==> src/rtl/hwpe_stream_sink_2d.sv <==
// hwpe_stream_sink_2d
//   Multi-port HWPE stream sink. Each NB_TCDM_PORTS*32-bit input beat is split
//   into one 32-bit TCDM write per port. Every port is granted independently.
//   A beat is accepted once every port that has work for it has been granted.
//   Addressing is word-aligned 2D (line length + line stride).
// Ports
//   clk_i, rst_i, clear_i         clock, synchronous active-high reset / soft clear
//   start_i + config inputs       base_addr_i, trans_size_i, line_length_i, line_stride_i
//   stream_*                      input stream (data, strb, valid, ready)
//   tcdm_*                        per-port TCDM write request channel
//   busy_o, done_o                status (busy in WORKING/DONE, done one-cycle pulse)

// Per-port write lane: tracks whether this port's slice of the current beat
// has already been granted, so it is written exactly once.
module hwpe_stream_sink_2d_port (
    input  logic        clk_i,
    input  logic        rst_i,
    input  logic        working,
    input  logic        valid,
    input  logic        accept,
    input  logic [31:0] addr,
    input  logic [31:0] data,
    input  logic [3:0]  strb,
    input  logic        gnt,
    output logic        req,
    output logic        ok,
    output logic [31:0] tcdm_add,
    output logic [31:0] tcdm_data,
    output logic [3:0]  tcdm_be
);
    logic served_q;
    logic active;

    assign active = |strb;
    assign req    = working & valid & active & ~served_q;
    // This port no longer blocks acceptance: idle slice, already written, or granted now.
    assign ok     = ~active | served_q | gnt;

    assign tcdm_add  = working ? addr : '0;
    assign tcdm_data = working ? data : '0;
    assign tcdm_be   = working ? strb : '0;

    always_ff @(posedge clk_i) begin
        if (rst_i)
            served_q <= 1'b0;
        else if (accept)
            served_q <= 1'b0;
        else if (req & gnt)
            served_q <= 1'b1;
    end
endmodule

module hwpe_stream_sink_2d #(
    parameter int unsigned NB_TCDM_PORTS = 4,
    parameter int unsigned CNT_WIDTH     = 16
) (
    input  logic                         clk_i,
    input  logic                         rst_i,
    input  logic                         clear_i,
    input  logic                         start_i,
    input  logic [31:0]                  base_addr_i,
    input  logic [CNT_WIDTH-1:0]         trans_size_i,
    input  logic [CNT_WIDTH-1:0]         line_length_i,
    input  logic [31:0]                  line_stride_i,
    input  logic [NB_TCDM_PORTS*32-1:0]  stream_data_i,
    input  logic [NB_TCDM_PORTS*4-1:0]   stream_strb_i,
    input  logic                         stream_valid_i,
    output logic                         stream_ready_o,
    output logic [NB_TCDM_PORTS-1:0]     tcdm_req_o,
    input  logic [NB_TCDM_PORTS-1:0]     tcdm_gnt_i,
    output logic [NB_TCDM_PORTS*32-1:0]  tcdm_add_o,
    output logic [NB_TCDM_PORTS-1:0]     tcdm_wen_o,
    output logic [NB_TCDM_PORTS*4-1:0]   tcdm_be_o,
    output logic [NB_TCDM_PORTS*32-1:0]  tcdm_data_o,
    output logic                         busy_o,
    output logic                         done_o
);
    localparam int unsigned NB = NB_TCDM_PORTS;

    typedef enum logic [1:0] {IDLE, WORKING, DONE} state_t;

    state_t               state_q;
    logic [CNT_WIDTH-1:0] trans_size_q;
    logic [CNT_WIDTH-1:0] line_length_q;
    logic [CNT_WIDTH-1:0] beat_cnt_q;
    logic [CNT_WIDTH-1:0] col_q;
    logic [31:0]          line_stride_q;
    logic [31:0]          line_base_q;
    logic                 busy_q;
    logic                 done_q;

    logic                 soft_rst;
    logic                 working;
    logic                 accept;
    logic                 last_beat;
    logic                 line_end;
    logic [31:0]          beat_base;
    logic [NB-1:0]        port_ok;

    assign soft_rst = rst_i | clear_i;
    // Reset/clear gate the handshake outputs combinationally, not just at the next edge.
    assign working  = (state_q == WORKING) & ~soft_rst;
    assign accept   = working & stream_valid_i & (&port_ok);

    assign last_beat = (beat_cnt_q == trans_size_q - CNT_WIDTH'(1));
    assign line_end  = (line_length_q != '0) && (col_q == line_length_q - CNT_WIDTH'(1));
    assign beat_base = line_base_q + 32'(col_q) * 32'(NB * 4);

    assign stream_ready_o = accept;
    assign tcdm_wen_o     = '0;
    assign busy_o         = busy_q;
    assign done_o         = done_q;

    for (genvar p = 0; p < NB; p++) begin : g_port
        hwpe_stream_sink_2d_port i_port (
            .clk_i     (clk_i),
            .rst_i     (soft_rst),
            .working   (working),
            .valid     (stream_valid_i),
            .accept    (accept),
            .addr      (beat_base + 32'(4 * p)),
            .data      (stream_data_i[32*p +: 32]),
            .strb      (stream_strb_i[4*p +: 4]),
            .gnt       (tcdm_gnt_i[p]),
            .req       (tcdm_req_o[p]),
            .ok        (port_ok[p]),
            .tcdm_add  (tcdm_add_o[32*p +: 32]),
            .tcdm_data (tcdm_data_o[32*p +: 32]),
            .tcdm_be   (tcdm_be_o[4*p +: 4])
        );
    end

    always_ff @(posedge clk_i) begin
        if (soft_rst) begin
            state_q       <= IDLE;
            trans_size_q  <= '0;
            line_length_q <= '0;
            line_stride_q <= '0;
            line_base_q   <= '0;
            col_q         <= '0;
            beat_cnt_q    <= '0;
            busy_q        <= 1'b0;
            done_q        <= 1'b0;
        end else begin
            case (state_q)
                IDLE: begin
                    if (start_i) begin
                        trans_size_q  <= trans_size_i;
                        line_length_q <= line_length_i;
                        line_stride_q <= line_stride_i;
                        line_base_q   <= {base_addr_i[31:2], 2'b00};
                        col_q         <= '0;
                        beat_cnt_q    <= '0;
                        busy_q        <= 1'b1;
                        if (trans_size_i != '0) begin
                            state_q <= WORKING;
                        end else begin
                            // Empty transfer: report completion without touching TCDM.
                            state_q <= DONE;
                            done_q  <= 1'b1;
                        end
                    end
                end
                WORKING: begin
                    if (accept) begin
                        if (last_beat) begin
                            state_q <= DONE;
                            done_q  <= 1'b1;
                        end else begin
                            beat_cnt_q <= beat_cnt_q + CNT_WIDTH'(1);
                        end
                        if (line_end) begin
                            col_q       <= '0;
                            line_base_q <= line_base_q + line_stride_q;
                        end else begin
                            col_q <= col_q + CNT_WIDTH'(1);
                        end
                    end
                end
                DONE: begin
                    state_q <= IDLE;
                    busy_q  <= 1'b0;
                    done_q  <= 1'b0;
                end
                default: begin
                    state_q <= IDLE;
                    busy_q  <= 1'b0;
                    done_q  <= 1'b0;
                end
            endcase
        end
    end
endmodule

==> config.mk <==
export PLATFORM = sky130hd
export DESIGN_NAME = hwpe_stream_sink_2d
export DESIGN_NICKNAME = d
export VERILOG_FILES = /design/src/rtl/hwpe_stream_sink_2d.sv
export SDC_FILE = /design/constraint.sdc
export NUM_CORES = 1
export LEC_CHECK = 0
export ABC_AREA = 1
export BUFFER_PORTS_ARGS = -buffer_cell sky130_fd_sc_hd__buf_2
export CAP_MARGIN = 20
export CELL_PAD_IN_SITES_DETAIL_PLACEMENT = 2
export CELL_PAD_IN_SITES_GLOBAL_PLACEMENT = 2
export CORE_MARGIN = 4
export CORE_UTILIZATION = 22
export DETAILED_ROUTE_END_ITERATION = 7
export PLACE_DENSITY_LB_ADDON = 0.1
export SYNTH_ARGS = -nofsm -noshare
export SYNTH_HDL_FRONTEND = slang
export SYNTH_SLANG_ARGS = --single-unit
==> constraint.sdc <==
create_clock -name clk_i -period 2.5 [get_ports clk_i]
set_clock_uncertainty 0.05 [all_clocks]
set_input_delay 0.25 -clock clk_i [delete_from_list [all_inputs] [get_ports clk_i]]
set_output_delay 0.25 -clock clk_i [all_outputs]
set_load 0.005 [all_outputs]
Word level (Yosys, flattened, before mapping)
Cells that the tools add are included.
Widths: inputs -> output; s select.
Cells by class
  $add $sub $neg: 9
  eq/ne operators: 9
  multiplexer cells: 35
  reduce and logical (&&, ||, !) cells: 18
  bitwise operators: 34
Operator list (count)
  $mux 32: 11
  $mux 16: 5
  $add 32x4->32 const B: 2
  $pmux 16 s2: 2
  $pmux 32 s2: 1
  $add 16x1->16 const B: 2
  $add 32x20->32: 1
  $add 32x3->32 const B: 1
  $add 32x32->32: 1
  $eq 16x16->1: 2
  $reduce_bool 16->1: 2
  $sub 16x1->16 const B: 2
  $mux 4: 4
  $reduce_and 4->1: 4
  $reduce_or 4->1: 4
  $and 1x1->1: 15
  $ne 2x2->1 const B: 6
  $not 1->1: 10
  $or 1x1->1: 9
  $mux 2: 4
  $reduce_and 3->1: 2
  $mux 1: 5
  $pmux 1 s2: 2
  $pmux 2 s2: 1
  other kinds (6): 7
Storage, ports and cells
  logic and storage cells: 118
  input port bits: 249
  register bits: 136
  output and inout bits: 283

Longest topological paths before layout
Gate-level depths: netlist of run 1.
  word-level depth: 8
  gate-level depth with buffers: 19

Cells and area by module
Synthesis of run 1 repeated with hierarchy kept, for this count alone.
Second synthesis, totals
  cells, all modules: 2923
  area, all modules: 15851.5 um^2
Modules (own cells, without submodules)
  hwpe_stream_sink_2d: instances 1, cells an instance 2295, area each 13269.0 um^2
  hwpe_stream_sink_2d_port: instances 4, cells an instance 157, area each 645.6 um^2

Least setup slack after synthesis of run 1
Ideal clock, no wire load.
  kind: register to output
  start point: register col_q[0]
  end point: output port tcdm_add_o[122]
  arrival time: 2.510 ns
  buffers on the path: 0
  cell stages (with the launch flop): 15
  path slack: -0.310 ns
  required time: 2.200 ns
  cell sequence: dfxtp_1 -> ha_1 -> fa_1 -> nand2_1 -> inv_1 -> or2_2 -> nor3_1 -> nand2_1 -> nor2_1 -> nand3_1 -> nor2_1 -> nand2_1 -> nor2_1 -> nand2_1 -> o21ai_0
Between the ends
  cells in the longest elaborated chain, start to end: 3
RTL lines
  start: declaration: line 86  | logic [CNT_WIDTH-1:0] col_q;
  start signal: assignment: line 176  | col_q <= col_q + CNT_WIDTH'(1);
  $add 32x20->32: line 107  | assign beat_base = line_base_q + 32'(col_q) * 32'(NB * 4);
  $add 32x4->32: line 121  | .addr (beat_base + 32'(4 * p)),
  $mux 32: line 39  | assign tcdm_add = working ? addr : '0;
  end: declaration: line 71  | output logic [NB_TCDM_PORTS*32-1:0] tcdm_add_o,
No other way between the ends.

Worst setup path in the final report of run 1
  start point: register col_q[7]
  end point: output port tcdm_add_o[84]
Same word-level chain as after synthesis.

==> metrics.txt, run 1 <==
# TYPE chip_impl_metric gauge
chip_impl_info{name="ys_top_cells_by_count",value="606 x nand2_1, 570 x nor2_1, 440 x inv_1"} 1
chip_impl_metric{name="cts.reportedPaths.clkPinSlew",unit="ns"} 0.07
chip_impl_info{name="crit_path_top_delay_cell",value="dfxtp_4"} 1
chip_impl_info{name="critical_path.most_common_cell",value="nand2_1"} 1
chip_impl_metric{name="syn_to_final_growth",unit="%"} 72.90
chip_impl_info{name="startpoint",value="col_q[7]$_SDFFE_PP0P_"} 1
chip_impl_metric{name="place.port_buffers",unit=""} 525
chip_impl_metric{name="yosysWarnings",unit=""} 0
chip_impl_metric{name="yosys.area.top_type_share",unit=""} 0.1879
chip_impl_metric{name="mappedNetlistArea",unit="um^2"} 14490
chip_impl_metric{name="edff_count_synth",unit=""} 0
chip_impl_metric{name="maxSlewHeadroom",unit=""} 0.3624
chip_impl_metric{name="post-dp-hpwl",unit="mm"} 83.12
chip_impl_info{name="endpoint",value="tcdm_add_o[84]"} 1
chip_impl_metric{name="vias_per_instance",unit=""} 4.796
chip_impl_metric{name="grt_first_pass_wirelength",unit="mm"} 148.9
chip_impl_metric{name="pwr-share-comb",unit=""} 0.285
chip_impl_metric{name="power.static_leakage",unit="nW"} 13.53
chip_impl_metric{name="sw_frac",unit=""} 0.3439
chip_impl_metric{name="remaining_global_route_overflow",unit=""} 0
chip_impl_metric{name="initial_utilization",unit=""} 0.2235
chip_impl_metric{name="power_switching",unit="mW"} 2.449
chip_impl_metric{name="flop_to_flop_setup_slack",unit="ns"} -0.13
chip_impl_metric{name="final_min_period_over_clock_period",unit=""} 1.517
chip_impl_metric{name="drt_wl_total",unit="mm"} 108.0
chip_impl_metric{name="grt_pass1_vias",unit=""} 22870
chip_impl_metric{name="internal_power",unit="mW"} 4.673
chip_impl_metric{name="place_congestion",unit=""} 0.9989
chip_impl_metric{name="ant_nets",unit=""} 0
chip_impl_info{name="worstPathCellList",value="ha_4 -> nand2_1 -> nand2_1 -> a21oi_1 -> nand2_4 -> xnor2_4 -> inv_2 -> nand2_2 -> buf_4 -> nor3_4 -> nand3_2 -> nand2_1 -> o21ai_2 -> inv_1 -> buf_2"} 1
chip_impl_info{name="r2r-start",value="state_q[1]$_SDFFE_PP0P_"} 1
chip_impl_metric{name="peak_supply_drop",unit="V"} 0.0005435
chip_impl_metric{name="cts_made_buffers",unit=""} 17
chip_impl_metric{name="achievable-frequency",unit="MHz"} 263.7
chip_impl_metric{name="layout-drive-gt1-share",unit=""} 0.4176
chip_impl_metric{name="report.final.slew_viol_count",unit=""} 0
chip_impl_metric{name="fp.coreArea",unit="um^2"} 64810
chip_impl_info{name="endpoint_kind",value="primary output"} 1
chip_impl_metric{name="power.density_cell_area",unit="nW/um^2"} 284.3
chip_impl_info{name="netlist_top_cells_area",value="dfxtp_1 19%, nand2_1 16%, nor2_1 15%, inv_1 11%, o21ai_0 6.5%"} 1
chip_impl_metric{name="nNetsFinal",unit=""} 3900
chip_impl_metric{name="detailed_place.area",unit="um^2"} 20510
chip_impl_metric{name="ys_seq_elements",unit=""} 136
chip_impl_metric{name="layout.cell_area.non_filler",unit="um^2"} 25050
chip_impl_metric{name="htreeDepth",unit=""} 4
chip_impl_metric{name="critical_path_required",unit="ns"} 2.20
chip_impl_info{name="post-synth-top-count-cell",value="nand2_1"} 1
chip_impl_metric{name="number_of_unique_standard_cell_types_used_by_synthesis",unit=""} 51
chip_impl_metric{name="timing_worst_slew_pin_value",unit="ns"} 0.9565
chip_impl_info{name="failed_checks",value="negative setup slack"} 1
chip_impl_metric{name="clockPowerShare",unit=""} 0.387
chip_impl_metric{name="drt_first_pass_iters",unit=""} 4
chip_impl_metric{name="wire_per_inst",unit="um"} 24.21
chip_impl_metric{name="clk-insertion-delay-late",unit="ns"} 0.48
chip_impl_metric{name="final_setup_vio_count",unit=""} 226
chip_impl_metric{name="place.detailed.instances",unit=""} 4297
chip_impl_info{name="grt_setup_unrepaired",value="true"} 1
chip_impl_info{name="tritoncts",value="done"} 1
chip_impl_metric{name="dr.first_iter.drc_count",unit=""} 876
chip_impl_info{name="worstSetupPathType",value="reg -> out"} 1
chip_impl_metric{name="asyncSetResetFlopFracSynth",unit=""} 0
chip_impl_metric{name="grtUsageTotal",unit=""} 0.2780
chip_impl_metric{name="io-pin-count",unit=""} 532
chip_impl_metric{name="initial_antenna_violation_count",unit=""} 12
chip_impl_info{name="rr_endpoint",value="line_base_q[12]$_SDFFE_PP0P_"} 1
chip_impl_metric{name="post_synthesis_average_cell_area",unit="um^2"} 5.434
chip_impl_metric{name="hold_viol_final",unit=""} 0
chip_impl_metric{name="timing.critical_path.slowest_cell_delay",unit="ns"} 0.37
chip_impl_info{name="yosys_most_used_dff",value="dfxtp_1"} 1
chip_impl_metric{name="cts_buffer_depth",unit=""} 2
chip_impl_info{name="clock_tree.root_cell",value="clkbuf_16"} 1
chip_impl_metric{name="fp.dieW",unit="um"} 264.6
chip_impl_metric{name="power_frac_seq",unit=""} 0.327
chip_impl_metric{name="synthCells",unit=""} 2666
chip_impl_info{name="cell_type_contributing_the_most_total_cell_area_after_synthesis",value="dfxtp_1"} 1
chip_impl_metric{name="rows",unit=""} 93
chip_impl_metric{name="chipHeight",unit="um"} 264.6
chip_impl_metric{name="routed-via-count",unit=""} 21400
chip_impl_info{name="worst_setup_path_start_kind",value="flop"} 1
chip_impl_metric{name="clock_sinks",unit=""} 136
chip_impl_metric{name="synth_seq_area_share",unit=""} 0.1879
chip_impl_info{name="status",value="finished, violations left"} 1
chip_impl_metric{name="worst-endpoint-arrival",unit="ns"} 3.49
chip_impl_metric{name="min_period",unit="ns"} 3.793
chip_impl_metric{name="dp_worst_setup_slack",unit="ns"} -0.8165
chip_impl_metric{name="max_cap_viol_count",unit=""} 0
chip_impl_metric{name="final_critical_path_setup_slack",unit="ns"} -1.293
chip_impl_metric{name="grt_max_degree",unit=""} 93
chip_impl_metric{name="die_area",unit="um^2"} 70020
chip_impl_metric{name="drt_drc_violations_left",unit=""} 0
chip_impl_metric{name="critical_path_maximum_fanout",unit=""} 4
chip_impl_info{name="worstHoldPathType",value="in -> reg"} 1
chip_impl_metric{name="final-instance-count-excl-fill",unit=""} 4463
chip_impl_metric{name="ff2ff_path_depth",unit=""} 16
-- worst max-delay path: cells and delay by family, from the launching register on --
family          cells  cell delay, ns
simple gates        7            1.21
buf+inv             4            0.54
xor+xnor            1            0.21
compound gates      2            0.40
fa+ha+maj           1            0.28
flops               1            0.37
-- per-layer routing --
metal / vias to the layer above / track usage / share of wire
met2: 508 / 0.5010 / 0.50
met5: - / 0 / 0
met3: 151 / 0.04901 / 0.048
li1: 10140 / - / -
met4: 0 / 0.03655 / 0.025
met1: 10610 / 0.3558 / 0.43
-- worst min path at each step --
| stage | from | endpoint | depth (start not counted) |
|---|---|---|---|
| 2_1_floorplan | tcdm_gnt_i[0] | g_port[0].i_port.served_q$_SDFFE_PP0P_ | 2 |
| 3_3_place_gp | done_o$_SDFFE_PP0P_ | done_o$_SDFFE_PP0P_ | 2 |
| 3_5_place_dp | g_port[2].i_port.served_q$_SDFFE_PP0P_ | g_port[2].i_port.served_q$_SDFFE_PP0P_ | 2 |
| 4_1_cts | trans_size_i[6] | trans_size_q[6]$_SDFFE_PP0P_ | 3 |
| 5_1_grt | line_stride_i[17] | line_stride_q[17]$_SDFFE_PP0P_ | 3 |
| 6_report | line_stride_i[18] | line_stride_q[18]$_SDFFE_PP0P_ | 3 |
-- state kept, by name (all words and copies together) (netlist names) --
name                    flops
done_o                      1
g_port.i_port.served_q      4
beat_cnt_q                 16
line_base_q                32
line_length_q              16
state_q                     2
trans_size_q               16
busy_o                      1
line_stride_q              32
col_q                      16
-- power groups by stage --
stage	Clock [mW]	Combinational [mW]	Sequential, mW
global route	2.91	2.22	2.34
finish	2.76	2.03	2.33
detailed placement	0	1.68	2.38
floorplan	0	0.839	2.34
global placement	0	1.62	2.37
CTS	2.84	1.95	2.33
-- cells by family (layout without fill, tap and decap cells) --
group	count (synthesis)	after routing	share of synthesized area
DFF	136	136	0.1879
buffers and inverters	541	1478	0.1480
other	1	6	0.0002588
adders and majority gates	58	58	0.05113
xor gates and xnor gates	68	68	0.04266
AOI/OAI and AO/OA	334	334	0.1204
and+or+nand+nor	1528	1528	0.4496
-- cell usage in the layout, fill, tap and decap left out, types with 10 or more instances in the layout --
master	count
buf_2	513
nand2_1	475
nor2_1	456
inv_1	406
buf_4	330
nand3_1	146
o21ai_0	134
a21oi_1	99
dfxtp_1	95
nand2_2	93
nor2_4	86
buf_6	86
nor2_2	54
nand4_1	53
nand2_4	50
dlygate4sd3_1	44
xor2_1	40
ha_1	37
o21ai_1	31
inv_2	29
o21ai_2	28
nand3_2	26
dfxtp_2	25
nor3_1	22
xnor2_1	19
ha_4	19
clkbuf_16	17
a21oi_2	16
dfxtp_4	16
buf_12	15
nand3_4	10
or2_2	10
nor4_1	10
-- through the flow --
step	total power [mW]	utilization	hold WS, ns	TNS (ns)
2_1_floorplan	3.180	-	0.3566	-0.06861
4_1_cts	7.120	0.3705	0.004332	-92.03
3_5_place_dp	4.058	0.3165	0.4280	-55.42
3_3_place_gp	3.990	0.3165	0.4110	-46.67
5_1_grt	7.471	0.3864	0.03878	-130.21
6_report	7.122	0.3865	0.04061	-96.90
-- timing repair --
action                                  in CTS  in global routing
hold buffers                                44                  0
cloned                                       4                  0
buffers inserted                            56                 33
gates resized for setup                    564                218
pin swaps                                   95                 67
endpoints found under the hold margin       44                  0
endpoints found under the setup margin     282                303
-- layout make-up --
cell class	count	area (um^2)
clock buffers	18	439.2
flip-flops and latches	136	2814
well taps	855	1070
fillers	7912	39760
multi-input cells	1992	11870
diodes	2	5.005
repair buffers	995	6932
clock inverters	14	168.9
inverters	451	1749
(Power assumes the default switching activity.)
==> inputs of run 2 (changes only) <==
==> constraint.sdc (replaced) <==
create_clock -name clk_i -period 2.5 [get_ports clk_i]
set_clock_uncertainty 0.05 [all_clocks]
set_input_delay 0.125 -clock clk_i [delete_from_list [all_inputs] [get_ports clk_i]]
set_output_delay 0.125 -clock clk_i [all_outputs]
set_load 0.005 [all_outputs]
==> run 2 against run 1 <==
- the flow still finishes with violations (negative setup slack)
- critical path depth is 5 higher
- count of clock-buffer cells in the layout unchanged
- sequential power hardly changed
- power decreased by 4.3%
- worst hold slack gained 0.0059 ns
- register-to-register slack got worse by 0.16 ns
- critical endpoint is now tcdm_add_o[86]
- highest routed layer unchanged
==> metrics.txt, run 2 (synthesis results as in run 1) <==
# TYPE chip_impl_metric gauge
chip_impl_metric{name="final.fill_count",unit=""} 7968
chip_impl_info{name="worst_setup_path_start_kind",value="flop"} 1
chip_impl_metric{name="layout-drive-gt1-share",unit=""} 0.3867
chip_impl_metric{name="initial_utilization",unit=""} 0.2235
chip_impl_metric{name="achievable-frequency",unit="MHz"} 282.9
chip_impl_metric{name="initial_antenna_violation_count",unit=""} 6
chip_impl_metric{name="syn_to_final_growth",unit="%"} 67.85
chip_impl_info{name="status",value="finished, violations left"} 1
chip_impl_metric{name="grt_max_degree",unit=""} 82
chip_impl_metric{name="fp.coreArea",unit="um^2"} 64810
chip_impl_metric{name="grt_use_met3",unit=""} 0.03676
chip_impl_metric{name="nNetsFinal",unit=""} 3891
chip_impl_metric{name="cts_made_buffers",unit=""} 17
chip_impl_metric{name="vias_per_instance",unit=""} 4.740
chip_impl_metric{name="clk-insertion-delay-late",unit="ns"} 0.48
chip_impl_metric{name="power.static_leakage",unit="nW"} 13.25
chip_impl_info{name="layout.cells.most_common",value="buf_2"} 1
chip_impl_metric{name="detailed_place.area",unit="um^2"} 20360
chip_impl_metric{name="dr.first_iter.drc_count",unit=""} 992
chip_impl_metric{name="cts_buffer_depth",unit=""} 2
chip_impl_metric{name="ant_nets",unit=""} 0
chip_impl_metric{name="wire_per_inst",unit="um"} 22.99
chip_impl_metric{name="critical_path_required",unit="ns"} 2.33
chip_impl_info{name="failed_checks",value="negative setup slack"} 1
chip_impl_info{name="grt_setup_unrepaired",value="true"} 1
chip_impl_metric{name="worst-endpoint-arrival",unit="ns"} 3.36
chip_impl_metric{name="fin_hold_ws",unit="ns"} 0.04652
chip_impl_metric{name="min_period",unit="ns"} 3.535
chip_impl_metric{name="layout.cell_area.non_filler",unit="um^2"} 24320
chip_impl_metric{name="fp.dieW",unit="um"} 264.6
chip_impl_metric{name="grtUsageTotal",unit=""} 0.2711
chip_impl_metric{name="grtUsageMet2",unit=""} 0.4841
chip_impl_metric{name="clock_sinks",unit=""} 136
chip_impl_info{name="worstSetupPathType",value="reg -> out"} 1
chip_impl_info{name="hold_path_end",value="line_base_q[4]$_SDFFE_PP0P_"} 1
chip_impl_metric{name="grt_use_met1",unit=""} 0.3467
chip_impl_metric{name="final_setup_vio_count",unit=""} 221
chip_impl_metric{name="timing_worst_slew_pin_value",unit="ns"} 0.7941
chip_impl_metric{name="remaining_global_route_overflow",unit=""} 0
chip_impl_info{name="endpoint_kind",value="primary output"} 1
chip_impl_metric{name="final_util",unit=""} 0.3752
chip_impl_info{name="r2r-start",value="line_length_q[0]$_SDFFE_PP0P_"} 1
chip_impl_metric{name="drt_drc_violations_left",unit=""} 0
chip_impl_metric{name="final_min_period_over_clock_period",unit=""} 1.414
chip_impl_metric{name="critical_path_maximum_fanout",unit=""} 4
chip_impl_info{name="tritoncts",value="done"} 1
chip_impl_metric{name="final_critical_path_setup_slack",unit="ns"} -1.035
chip_impl_metric{name="hold_viol_final",unit=""} 0
chip_impl_metric{name="grt_first_pass_wirelength",unit="mm"} 146.1
chip_impl_info{name="rr_endpoint",value="line_base_q[10]$_SDFFE_PP0P_"} 1
chip_impl_info{name="min_from",value="base_addr_i[4]"} 1
chip_impl_metric{name="rows",unit=""} 93
chip_impl_metric{name="power.density_cell_area",unit="nW/um^2"} 280.3
chip_impl_metric{name="routed-via-count",unit=""} 21120
chip_impl_metric{name="htreeDepth",unit=""} 4
chip_impl_info{name="largestRegisters",value="line_base_q x32, line_stride_q x32"} 1
chip_impl_metric{name="maxSlewHeadroom",unit=""} 0.4706
chip_impl_info{name="worstHoldPathType",value="in -> reg"} 1
chip_impl_metric{name="chipHeight",unit="um"} 264.6
chip_impl_metric{name="worstHoldPathCells",unit=""} 5
chip_impl_metric{name="io-pin-count",unit=""} 532
chip_impl_metric{name="cts.reportedPaths.clkPinSlew",unit="ns"} 0.07
chip_impl_metric{name="report.final.slew_viol_count",unit=""} 0
chip_impl_metric{name="peak_supply_drop",unit="V"} 0.0005361
chip_impl_info{name="gr-max-usage-layer",value="met2"} 1
chip_impl_metric{name="ff2ff_path_depth",unit=""} 17
chip_impl_metric{name="flop_to_flop_setup_slack",unit="ns"} -0.29
chip_impl_metric{name="die_area",unit="um^2"} 70020
chip_impl_metric{name="place.port_buffers",unit=""} 525
chip_impl_metric{name="post-dp-hpwl",unit="mm"} 82.12
chip_impl_info{name="layout.cells.most_common_list",value="514 x buf_2, 483 x nor2_1, 482 x nand2_1"} 1
chip_impl_metric{name="drt_wl_total",unit="mm"} 102.4
chip_impl_metric{name="grt_pass1_vias",unit=""} 22710
chip_impl_metric{name="max_cap_viol_count",unit=""} 0
chip_impl_info{name="clock_tree.root_cell",value="clkbuf_16"} 1
chip_impl_metric{name="place_congestion",unit=""} 0.9536
chip_impl_metric{name="drt_first_pass_iters",unit=""} 4
==> run 2: cell types whose count changed in the layout (fill, tap and decap cells not counted), sizes merged <==
cell,change
buf,-44
bufbuf,-2
bufinv,-2
clkinv,+1
clkinvlp,+1
diode,+1
dlygate4sd3,+37
==> run 2: cell type report <==
class | instances | area, um^2 | area share
diodes | 3 | 7.507 | 0.0003087
clock buffers | 18 | 439.2 | 0.01806
clock inverters | 14 | 140.1 | 0.005763
inverters | 451 | 1740 | 0.07157
multi-input cells | 1992 | 11460 | 0.4713
flip-flops and latches | 136 | 2780 | 0.1143
well taps | 855 | 1070 | 0.04399
repair buffers | 986 | 6680 | 0.2747
==> run 2: critical path, stage by stage (launching register included) <==
cell and delay [ns]:
dfxtp_4 0.37, ha_4 0.17, fa_2 0.42, nand2_4 0.12
nand2_4 0.09, nand3_4 0.10, nand2_4 0.08, nand2_4 0.09
nand2_1 0.11, nand2_1 0.10, nand2_2 0.08, nor2_4 0.15
buf_6 0.14, nand2_2 0.07, nor2_4 0.14, buf_4 0.14
buf_4 0.13, nand3b_1 0.14, nand2b_4 0.11, inv_2 0.04
buf_6 0.11
==> run 2: metrics by stage <==
| step | total power [mW] | std cells | worst slack, ns | setup TNS [ns] |
|---|---|---|---|---|
| floorplan | 3.177 | 2669 | 0.01201 | 0 |
| global placement | 3.960 | 4288 | -0.5960 | -35.61 |
| detailed placement | 4.026 | 4288 | -0.7260 | -49.49 |
| CTS | 6.849 | 4423 | -0.8481 | -75.50 |
| global route | 7.213 | 4454 | -1.165 | -118.48 |
| finish | 6.817 | 4455 | -1.035 | -76.48 |
==> run 2: worst max-delay path by stage <==
| stage | cells past startpoint | startpoint | slack, ns | end |
|---|---|---|---|---|
| 2_1_floorplan | 16 | col_q[0]$_SDFFE_PP0P_ | 0.01 | tcdm_add_o[120] |
| 6_report | 20 | col_q[0]$_SDFFE_PP0P_ | -1.03 | tcdm_add_o[86] |
| 4_1_cts | 19 | line_base_q[4]$_SDFFE_PP0P_ | -0.85 | tcdm_add_o[122] |
| 5_1_grt | 20 | col_q[7]$_SDFFE_PP0P_ | -1.16 | tcdm_add_o[63] |
| 3_3_place_gp | 17 | line_base_q[15]$_SDFFE_PP0P_ | -0.60 | tcdm_add_o[95] |
| 3_5_place_dp | 15 | col_q[15]$_SDFFE_PP0P_ | -0.73 | tcdm_add_o[121] |
==> run 2: what timing repair did <==
action	CTS	global route
gates resized for setup	424	222
pin swaps	72	72
hold buffers	81	0
cloned	1	0
endpoints found under the setup margin	299	279
hold endpoints to repair	81	0
setup buffers	22	38
==> run 2: power breakdown <==
group	internal, mW	leakage (nW)	switching [mW]
Combinational	0.790	11.8	1.11
Sequential	2.24	1.12	0.0961
Clock	1.41	0.280	1.17
==> run 2: layer usage <==
layer  vias up  routed length (um)
li1      10130                   -
met1     10430               45090
met2       443               50570
met3       117                4046
met4         0                2715
met5         -                   0
